==> config.mk <==
export PLATFORM = sky130hd
export DESIGN_NAME = lamp_seq_monitor
export DESIGN_NICKNAME = d
export VERILOG_FILES = /design/src/rtl/lamp_seq_monitor.sv
export SDC_FILE = /design/constraint.sdc
export NUM_CORES = 1
export LEC_CHECK = 0
export CORE_MARGIN = 2
export CORE_UTILIZATION = 24
export CTS_CLUSTER_SIZE = 12
export DETAILED_ROUTE_END_ITERATION = 16
export PLACE_DENSITY_LB_ADDON = 0.3
export SLEW_MARGIN = 10
export SYNTH_ARGS = -nofsm -noshare
export SYNTH_HDL_FRONTEND = slang
export SYNTH_SLANG_ARGS = --single-unit
==> constraint.sdc <==
create_clock -name clk -period 5.4 [get_ports clk]
set_input_delay 1.08 -clock clk [delete_from_list [all_inputs] [get_ports clk]]
set_output_delay 1.08 -clock clk [all_outputs]
set_load 0.005 [all_outputs]
==> src/rtl/lamp_seq_monitor.sv <==
// Passive checker for traffic-light lamp outputs: decodes the lamp pattern into a phase,
// checks phase order and per-phase duration, and counts completed light cycles.
module lamp_seq_monitor #(
   parameter int unsigned R_T   = 10000,
   parameter int unsigned RY_T  = 5000,
   parameter int unsigned G_T   = 10000,
   parameter int unsigned Y_T   = 5000,
   parameter int unsigned CNT_W = 16
) (
   input  logic             clk,
   input  logic             reset,
   input  logic             clr,
   input  logic             red_in,
   input  logic             yellow_in,
   input  logic             green_in,
   output logic [2:0]       phase,
   output logic             locked,
   output logic             err_illegal,
   output logic             err_order,
   output logic             err_timing,
   output logic             fault,
   output logic [CNT_W-1:0] cycle_cnt
);

   typedef enum logic [2:0] {
      StSync   = 3'd0,
      StRed    = 3'd1,
      StRedYel = 3'd2,
      StGreen  = 3'd3,
      StYel    = 3'd4,
      StFault  = 3'd7
   } state_e;

   state_e           state_q, state_d;
   state_e           pat_ph, succ;
   logic             pat_legal;
   logic [15:0]      dur_q, dur_d, t_cur;
   logic             skip_q, skip_d;
   logic             ovr_q, ovr_d;
   logic [CNT_W-1:0] cnt_q, cnt_d;
   logic             ill_q, ill_d, ord_q, ord_d, tim_q, tim_d;
   logic             fault_q, fault_d;

   // Lamp pattern decode, successor phase and programmed duration of the current phase
   always_comb begin
      pat_legal = 1'b1;
      unique case ({red_in, yellow_in, green_in})
         3'b100:  pat_ph = StRed;
         3'b110:  pat_ph = StRedYel;
         3'b001:  pat_ph = StGreen;
         3'b010:  pat_ph = StYel;
         default: begin
            pat_ph    = StSync;
            pat_legal = 1'b0;
         end
      endcase

      case (state_q)
         StRed:    begin succ = StRedYel; t_cur = 16'(R_T);  end
         StRedYel: begin succ = StGreen;  t_cur = 16'(RY_T); end
         StGreen:  begin succ = StYel;    t_cur = 16'(G_T);  end
         StYel:    begin succ = StRed;    t_cur = 16'(Y_T);  end
         default:  begin succ = StFault;  t_cur = 16'd0;     end
      endcase
   end

   always_ff @(posedge clk or posedge reset) begin
      if (reset) begin
         state_q <= StSync;
         dur_q   <= '0;
         skip_q  <= 1'b0;
         ovr_q   <= 1'b0;
         cnt_q   <= '0;
         ill_q   <= 1'b0;
         ord_q   <= 1'b0;
         tim_q   <= 1'b0;
         fault_q <= 1'b0;
      end else begin
         state_q <= state_d;
         dur_q   <= dur_d;
         skip_q  <= skip_d;
         ovr_q   <= ovr_d;
         cnt_q   <= cnt_d;
         ill_q   <= ill_d;
         ord_q   <= ord_d;
         tim_q   <= tim_d;
         fault_q <= fault_d;
      end
   end

   always_comb begin
      state_d = state_q;
      dur_d   = dur_q;
      skip_d  = skip_q;
      ovr_d   = ovr_q;
      cnt_d   = cnt_q;
      ill_d   = 1'b0;
      ord_d   = 1'b0;
      tim_d   = 1'b0;
      if (clr) begin
         state_d = StSync;
         dur_d   = '0;
         skip_d  = 1'b0;
         ovr_d   = 1'b0;
      end else begin
         case (state_q)
            StSync: begin
               // First legal sample may land mid-phase, so its duration is not checked
               if (pat_legal) begin
                  state_d = pat_ph;
                  dur_d   = 16'd1;
                  skip_d  = 1'b1;
                  ovr_d   = 1'b0;
               end
            end
            StRed, StRedYel, StGreen, StYel: begin
               if (!pat_legal) begin
                  ill_d   = 1'b1;
                  state_d = StFault;
               end else if (pat_ph == state_q) begin
                  dur_d = (dur_q == 16'hFFFF) ? dur_q : dur_q + 16'd1;
                  if (dur_q == t_cur && !skip_q && !ovr_q) begin
                     tim_d = 1'b1;
                     ovr_d = 1'b1;
                  end
               end else if (pat_ph == succ) begin
                  if (!skip_q && !ovr_q && dur_q != t_cur) tim_d = 1'b1;
                  state_d = pat_ph;
                  dur_d   = 16'd1;
                  skip_d  = 1'b0;
                  ovr_d   = 1'b0;
                  if (state_q == StYel) cnt_d = cnt_q + CNT_W'(1);
               end else begin
                  ord_d   = 1'b1;
                  state_d = StFault;
               end
            end
            default: ;
         endcase
      end
      fault_d = clr ? 1'b0 : (fault_q | ill_d | ord_d | tim_d);
   end

   always_comb begin
      phase       = state_q;
      locked      = (state_q == StRed) || (state_q == StRedYel) ||
                    (state_q == StGreen) || (state_q == StYel);
      err_illegal = ill_q;
      err_order   = ord_q;
      err_timing  = tim_q;
      fault       = fault_q;
      cycle_cnt   = cnt_q;
   end

endmodule

After elaboration in Yosys (flattened, before gate mapping)
Cells that the tools add are included.
{"block": "word_totals", "out_inout_bits": 24, "inputBits": 6, "word_cells": 102, "register_bits": 41}
{"block": "classes", "reduce_logical": 20, "n_mux": 45, "bitwise": 5, "eq_ne": 21, "addsub": 2}
{"op": "2-to-1 mux 16 bit", "count": 6}
{"op": "adder 16 x 1 -> 16 bit (second input constant)", "count": 2}
{"op": "one-hot mux 16 bit (2 select lines)", "count": 1}
{"op": "one-hot mux 14 bit (2 select lines)", "count": 1}
{"op": "2-to-1 mux 1 bit", "count": 27}
{"op": "one-hot mux 3 bit (4 select lines)", "count": 2}
{"op": "== test 16 bit", "count": 1}
{"op": "== test 16 bit (second input constant)", "count": 1}
{"op": "!= test 16 bit", "count": 1}
{"op": "!= test 4 bit (second input constant)", "count": 4}
{"op": "2-to-1 mux 3 bit", "count": 5}
{"op": "AND reduction 5 bit", "count": 3}
{"op": "!= test 3 bit (second input constant)", "count": 4}
{"op": "== test 3 x 2 -> 1 bit (second input constant)", "count": 3}
{"op": "== test 3 bit (second input constant)", "count": 3}
{"op": "OR reduction 4 bit", "count": 2}
{"op": "== test 3 x 1 -> 1 bit (second input constant)", "count": 2}
{"op": "== test 3 bit", "count": 2}
{"op": "one-hot mux 3 bit (2 select lines)", "count": 1}
{"op": "AND reduction 6 bit", "count": 1}
{"op": "logical AND 1 bit", "count": 4}
{"op": "one-hot mux 1 bit (2 select lines)", "count": 2}
{"op": "OR reduction 2 bit", "count": 2}
{"op": "zero test 3 bit", "count": 1}
{"op": "other kinds (6)", "count": 12}

Logic depth before layout (Yosys ltp)
{"block": "logic_depth", "word_depth": 13, "mapped_depth": 8, "ltp_nobuf": 7}

Worst setup path before layout
Ideal clock, no wire load.
{"block": "synth_path", "path_type": "input to register", "start": "in yellow_in", "end": "reg dur_q[12]", "arrival_time_ns": 2.698, "slack_ns": 2.622, "stages": 8, "t_required_ns": 5.321, "setup_ns": 0.079, "n_path_buf": 2, "cell_sequence": "buf_2 > or3b_2 > a211oi_2 > o21ai_2 > o31ai_1 > buf_4 > nand2_1 > mux2i_1"}
{"block": "synth_via", "elab_chain_len": 7, "word_cells_on_any_way": 18, "classes_between": "eq/ne (10); mux (6); reduce/logical (2)"}
{"element": "start, declared", "line": "14", "text": "input logic yellow_in,"}
{"element": "== test 3 x 2 -> 1 bit (tied with other cells)", "line": "47", "text": "unique case ({red_in, yellow_in, green_in})"}
{"element": "one-hot mux 3 bit (4 select lines)", "line": "47"}
{"element": "== test 3 bit", "line": "120", "text": "end else if (pat_ph == state_q) begin"}
{"element": "2-to-1 mux 16 bit", "line": "120"}
{"element": "2-to-1 mux 16 bit", "line": "117", "text": "if (!pat_legal) begin"}
{"element": "one-hot mux 16 bit (2 select lines)", "line": "106", "text": "case (state_q)"}
{"element": "2-to-1 mux 16 bit", "line": "100", "text": "if (clr) begin"}
{"element": "end signal, assigned", "line": "80", "text": "dur_q <= dur_d;"}
{"element": "end, declared", "line": "37", "text": "logic [15:0] dur_q, dur_d, t_cur;"}
Parallel ways exist; a longest one is shown, timed or not. The select of a mux whose other input is x is not followed.
A chain may end at the register's enable or synchronous reset.

Final worst setup path
{"block": "layout_path", "start": "in yellow_in", "end": "reg dur_q[9]"}
The elaborated chain is that of the path after synthesis.

==> results.sh <==
export IMPL_cp_required_ns=5.55
export IMPL_synth_top_family_by_area="simple AND/OR/NAND/NOR gates"
export IMPL_synth_adder_area_share_pct=1.42
export IMPL_worst_pin_slew_ns=0.724
export IMPL_place_inst=451
export IMPL_multi_input_area_um2=1510
export IMPL_path_cells="clkdlybuf4s50_1 > nor3b_1 > a32o_1 > o21ai_2 > o21ai_1 > or4_1 > a21oi_1"
export IMPL_rsz0062_at_grt="no"
export IMPL_synth_main_ff_cell="dfrtp_1"
export IMPL_outcome="complete, no violations"
export IMPL_synth_warnings=0
export IMPL_portBuffers=29
export IMPL_hold_path_class="flip-flop to flip-flop"
export IMPL_power_total_mw=0.748
export IMPL_ios=30
export IMPL_gr_usage_met1_pct=14.7
export IMPL_register_area_um2=1030
export IMPL_place_area_um2=3070
export IMPL_grt_ovfl_total=0
export IMPL_synth_edff_count=0
export IMPL_slowest_stage="clkdlybuf4s50_1"
export IMPL_final_hold_viol_count=0
export IMPL_start_util_pct=24.6
export IMPL_fin_crit_sh_pct=66.4
export IMPL_cp_top_family="compound AO/OA/AOI/OAI gates"
export IMPL_slew_violations=0
export IMPL_clkPwrFrac_pct=32.1
export IMPL_cts_sinks=41
export IMPL_peakVddDrop_mv=0.0977
export IMPL_slew_headroom_pct=51.4
export IMPL_crit_path_max_fanout=18
export IMPL_synthXorXnorAreaFrac_pct=6.61
export IMPL_synth_fp_nets=302
export IMPL_core_um2=10800
export IMPL_internal_power_mw=0.531
export IMPL_remaining_drc_errors=0
export IMPL_final_layout_size_suffix_gt1_share_pct=8.49
export IMPL_fp_dieH_um=109
export IMPL_root_buffer="clkbuf_8"
export IMPL_first_global_vias=2125
export IMPL_nFillCells=1150
export IMPL_place_ws_ns=1.54
export IMPL_clk_latency_ns=0.29
export IMPL_worstSetupEndpointType="flip-flop"
export IMPL_wl_um=6120
export IMPL_final_cells=458
export IMPL_syn_area_per_cell_um2=9.04
export IMPL_grt_total_usage_pct=10.7
export IMPL_grtUsageMet3_pct=2.03
export IMPL_netlist_instances=293
export IMPL_post_drt_wl_per_cell_um=13.4
export IMPL_ys_ff_latch=41
export IMPL_worstPathArrival_ns=3.74
export IMPL_clock_skew_ns=0.00927
export IMPL_cts_max_path_buffers=2
export IMPL_cp_num_buf_inv=1
export IMPL_cts_tree="yes"
export IMPL_ys_types=62
export IMPL_synth_simple_area_share_pct=28.9
export IMPL_layout_nets=327
export IMPL_p_sw_share_pct=29.1
export IMPL_use_met2_pct=17.1
export IMPL_final_area_um2=3170
export IMPL_slowest_delay_ns=0.84
export IMPL_numCtsBuffers=5
export IMPL_dr_pass1_iters=4
export IMPL_dieArea_um2=11900
export IMPL_p_leak_nw=1.27
export IMPL_setup_worst_path_class="input port to flip-flop"
export IMPL_grt_most_used_layer="met2"
export IMPL_setup_viol=0
export IMPL_powerDensity_nw_per_um2=236
export IMPL_gp_congestion=0.792
export IMPL_period_needed_ns=3.59
export IMPL_max_freq_ghz=0.279
export IMPL_cts_setup_buffers=0
export IMPL_ys_seq_area_share_pct=38.7
export IMPL_muxShareOfSynthArea_pct=4.58
export IMPL_p_switching_mw=0.217
export IMPL_h_tree_depth=2
export IMPL_dp_hpwl_um=4440
export IMPL_tns_ns=0
export IMPL_post_route_util_pct=29.4
export IMPL_holdWs_ns=0.475
export IMPL_grt_pass1_wl_um=10200
export IMPL_hold_buffers=0
export IMPL_die_w_um=109
export IMPL_drv_cap=0
export IMPL_rrSetupSlack_ns=2.67
export IMPL_setup_slack_ns=1.81
export IMPL_synthArstFlopShare_pct=100
export IMPL_vias=2213
export IMPL_antenna_found_initial=0
export IMPL_areaGrowthSynthToFinish_pct=19.6
export IMPL_clkSlewWorstSetupHoldPaths_ns=0.08
export IMPL_power_frac_seq_pct=46.4
export IMPL_synth_compound_area_share_pct=15.2
export IMPL_cts_resized_gates=0
export IMPL_num_antenna_cells=0
export IMPL_vias_per_cell=4.83
export IMPL_grt_max_degree=42
export IMPL_syn_area_um2=2650
export IMPL_power_frac_comb_pct=21.5
export IMPL_placementRows=38
export IMPL_detail_route_antenna_nets=0
export IMPL_drtIter0Drc=186
export IMPL_cp_start_kind="input port"
-- cell families after synthesis --
logic type | Yosys count
AOI/OAI and AO/OA | 56
xor gates and xnor gates | 20
adders and majority gates | 3
buffers and inverters | 26
DFF | 41
muxes | 12
and+or+nand+nor | 135
-- sequential cells by signal (all words and copies together) (netlist names) --
name and cells:
ovr_q 1, phase 3, err_illegal 1, cycle_cnt 16, skip_q 1, dur_q 16, err_order 1, fault 1
err_timing 1
-- power groups by stage --
stage / registers (mW) / clock network (mW) / logic, mW
finish: 0.347 / 0.240 / 0.161
global route: 0.350 / 0.263 / 0.180
CTS: 0.347 / 0.249 / 0.164
detailed placement: 0.353 / 0 / 0.163
global placement: 0.353 / 0 / 0.161
floorplan: 0.335 / 0 / 0.125
-- metal layers --
| layer | vias to the layer above | wire (um) |
|---|---|---|
| met5 | - | 0 |
| met4 | 0 | 53 |
| met3 | 5 | 296 |
| met2 | 45 | 2810 |
| met1 | 1071 | 2950 |
| li1 | 1092 | - |
-- synth_stat cells (3+ instances only) --
cell type | n | area share (%)
dfrtp_1 | 41 | 39
nand2_1 | 33 | 4.7
nor2_1 | 24 | 3.4
a21oi_1 | 18 | 3.4
nand3_1 | 13 | 2.5
inv_1 | 11 | 1.6
mux2i_1 | 11 | 4.2
xor2_1 | 11 | 3.6
and3_1 | 9 | 2.1
xnor2_1 | 9 | 3.0
buf_2 | 8 | 1.5
nand2b_1 | 8 | 1.9
nor3_1 | 7 | 1.3
o21ai_0 | 7 | 1.3
or4_1 | 7 | 2.0
o31ai_1 | 6 | 1.7
nor3_2 | 4 | 1.5
nor3b_1 | 4 | 1.1
ha_1 | 3 | 1.4
nor2b_1 | 3 | 0.71
nor3b_2 | 3 | 1.4
or2b_1 | 3 | 0.85
-- path summary, 6_finish.rpt --
kind	endpoint	start	cells past startpoint
max	dur_q[9]	yellow_in	7
min	cycle_cnt[15]	cycle_cnt[15]	1
max reg2reg	dur_q[9]	phase[0]	6
min reg2reg	cycle_cnt[15]	cycle_cnt[15]	1
max in group asynchronous	dur_q[6]	reset	3
min in group asynchronous	cycle_cnt[5]	reset	3
-- layout by cell type, fill, tap and decap left out, types with 2 or more instances in the layout --
| cell type | instances |
|---|---|
| nor3_1 | 7 |
| clkbuf_8 | 5 |
| a211oi_1 | 2 |
| nand3_1 | 13 |
| a21oi_1 | 18 |
| o21ai_0 | 7 |
| buf_4 | 3 |
| clkdlybuf4s50_1 | 29 |
| or3_1 | 2 |
| a31oi_1 | 2 |
| o31ai_1 | 5 |
| and3b_1 | 2 |
| inv_1 | 11 |
| o21ai_2 | 2 |
| ha_1 | 3 |
| and3_1 | 9 |
| mux2i_1 | 11 |
| or4_1 | 7 |
| or2b_1 | 3 |
| xnor2_1 | 9 |
| dfrtp_1 | 41 |
| nor3b_1 | 4 |
| and4_1 | 2 |
| nand2b_1 | 8 |
| nor2_1 | 24 |
| nand3b_1 | 2 |
| nor3b_2 | 3 |
| nor3_2 | 4 |
| nor2b_1 | 3 |
| nand2_1 | 33 |
| xor2_1 | 11 |
| o41ai_1 | 2 |
-- worst register-to-register path, cell delays in order, from the launching register on --
cell and delay, ns:
dfrtp_1 0.74, or3b_2 0.51, a211oi_2 0.33, o21ai_2 0.13, o21ai_1 0.60, or4_1 0.22
a21oi_1 0.06
-- layout make-up --
| class | count | area share [%] |
|---|---|---|
| Tap cell | 140 | 5.53 |
| Multi-Input combinational cell | 226 | 47.5 |
| Clock inverter | 2 | 1.11 |
| Sequential cell | 41 | 32.4 |
| Clock buffer | 5 | 2.17 |
| Timing Repair Buffer | 32 | 9.87 |
| Inverter | 12 | 1.42 |
No activity file was read; power rests on OpenSTA's default activity.
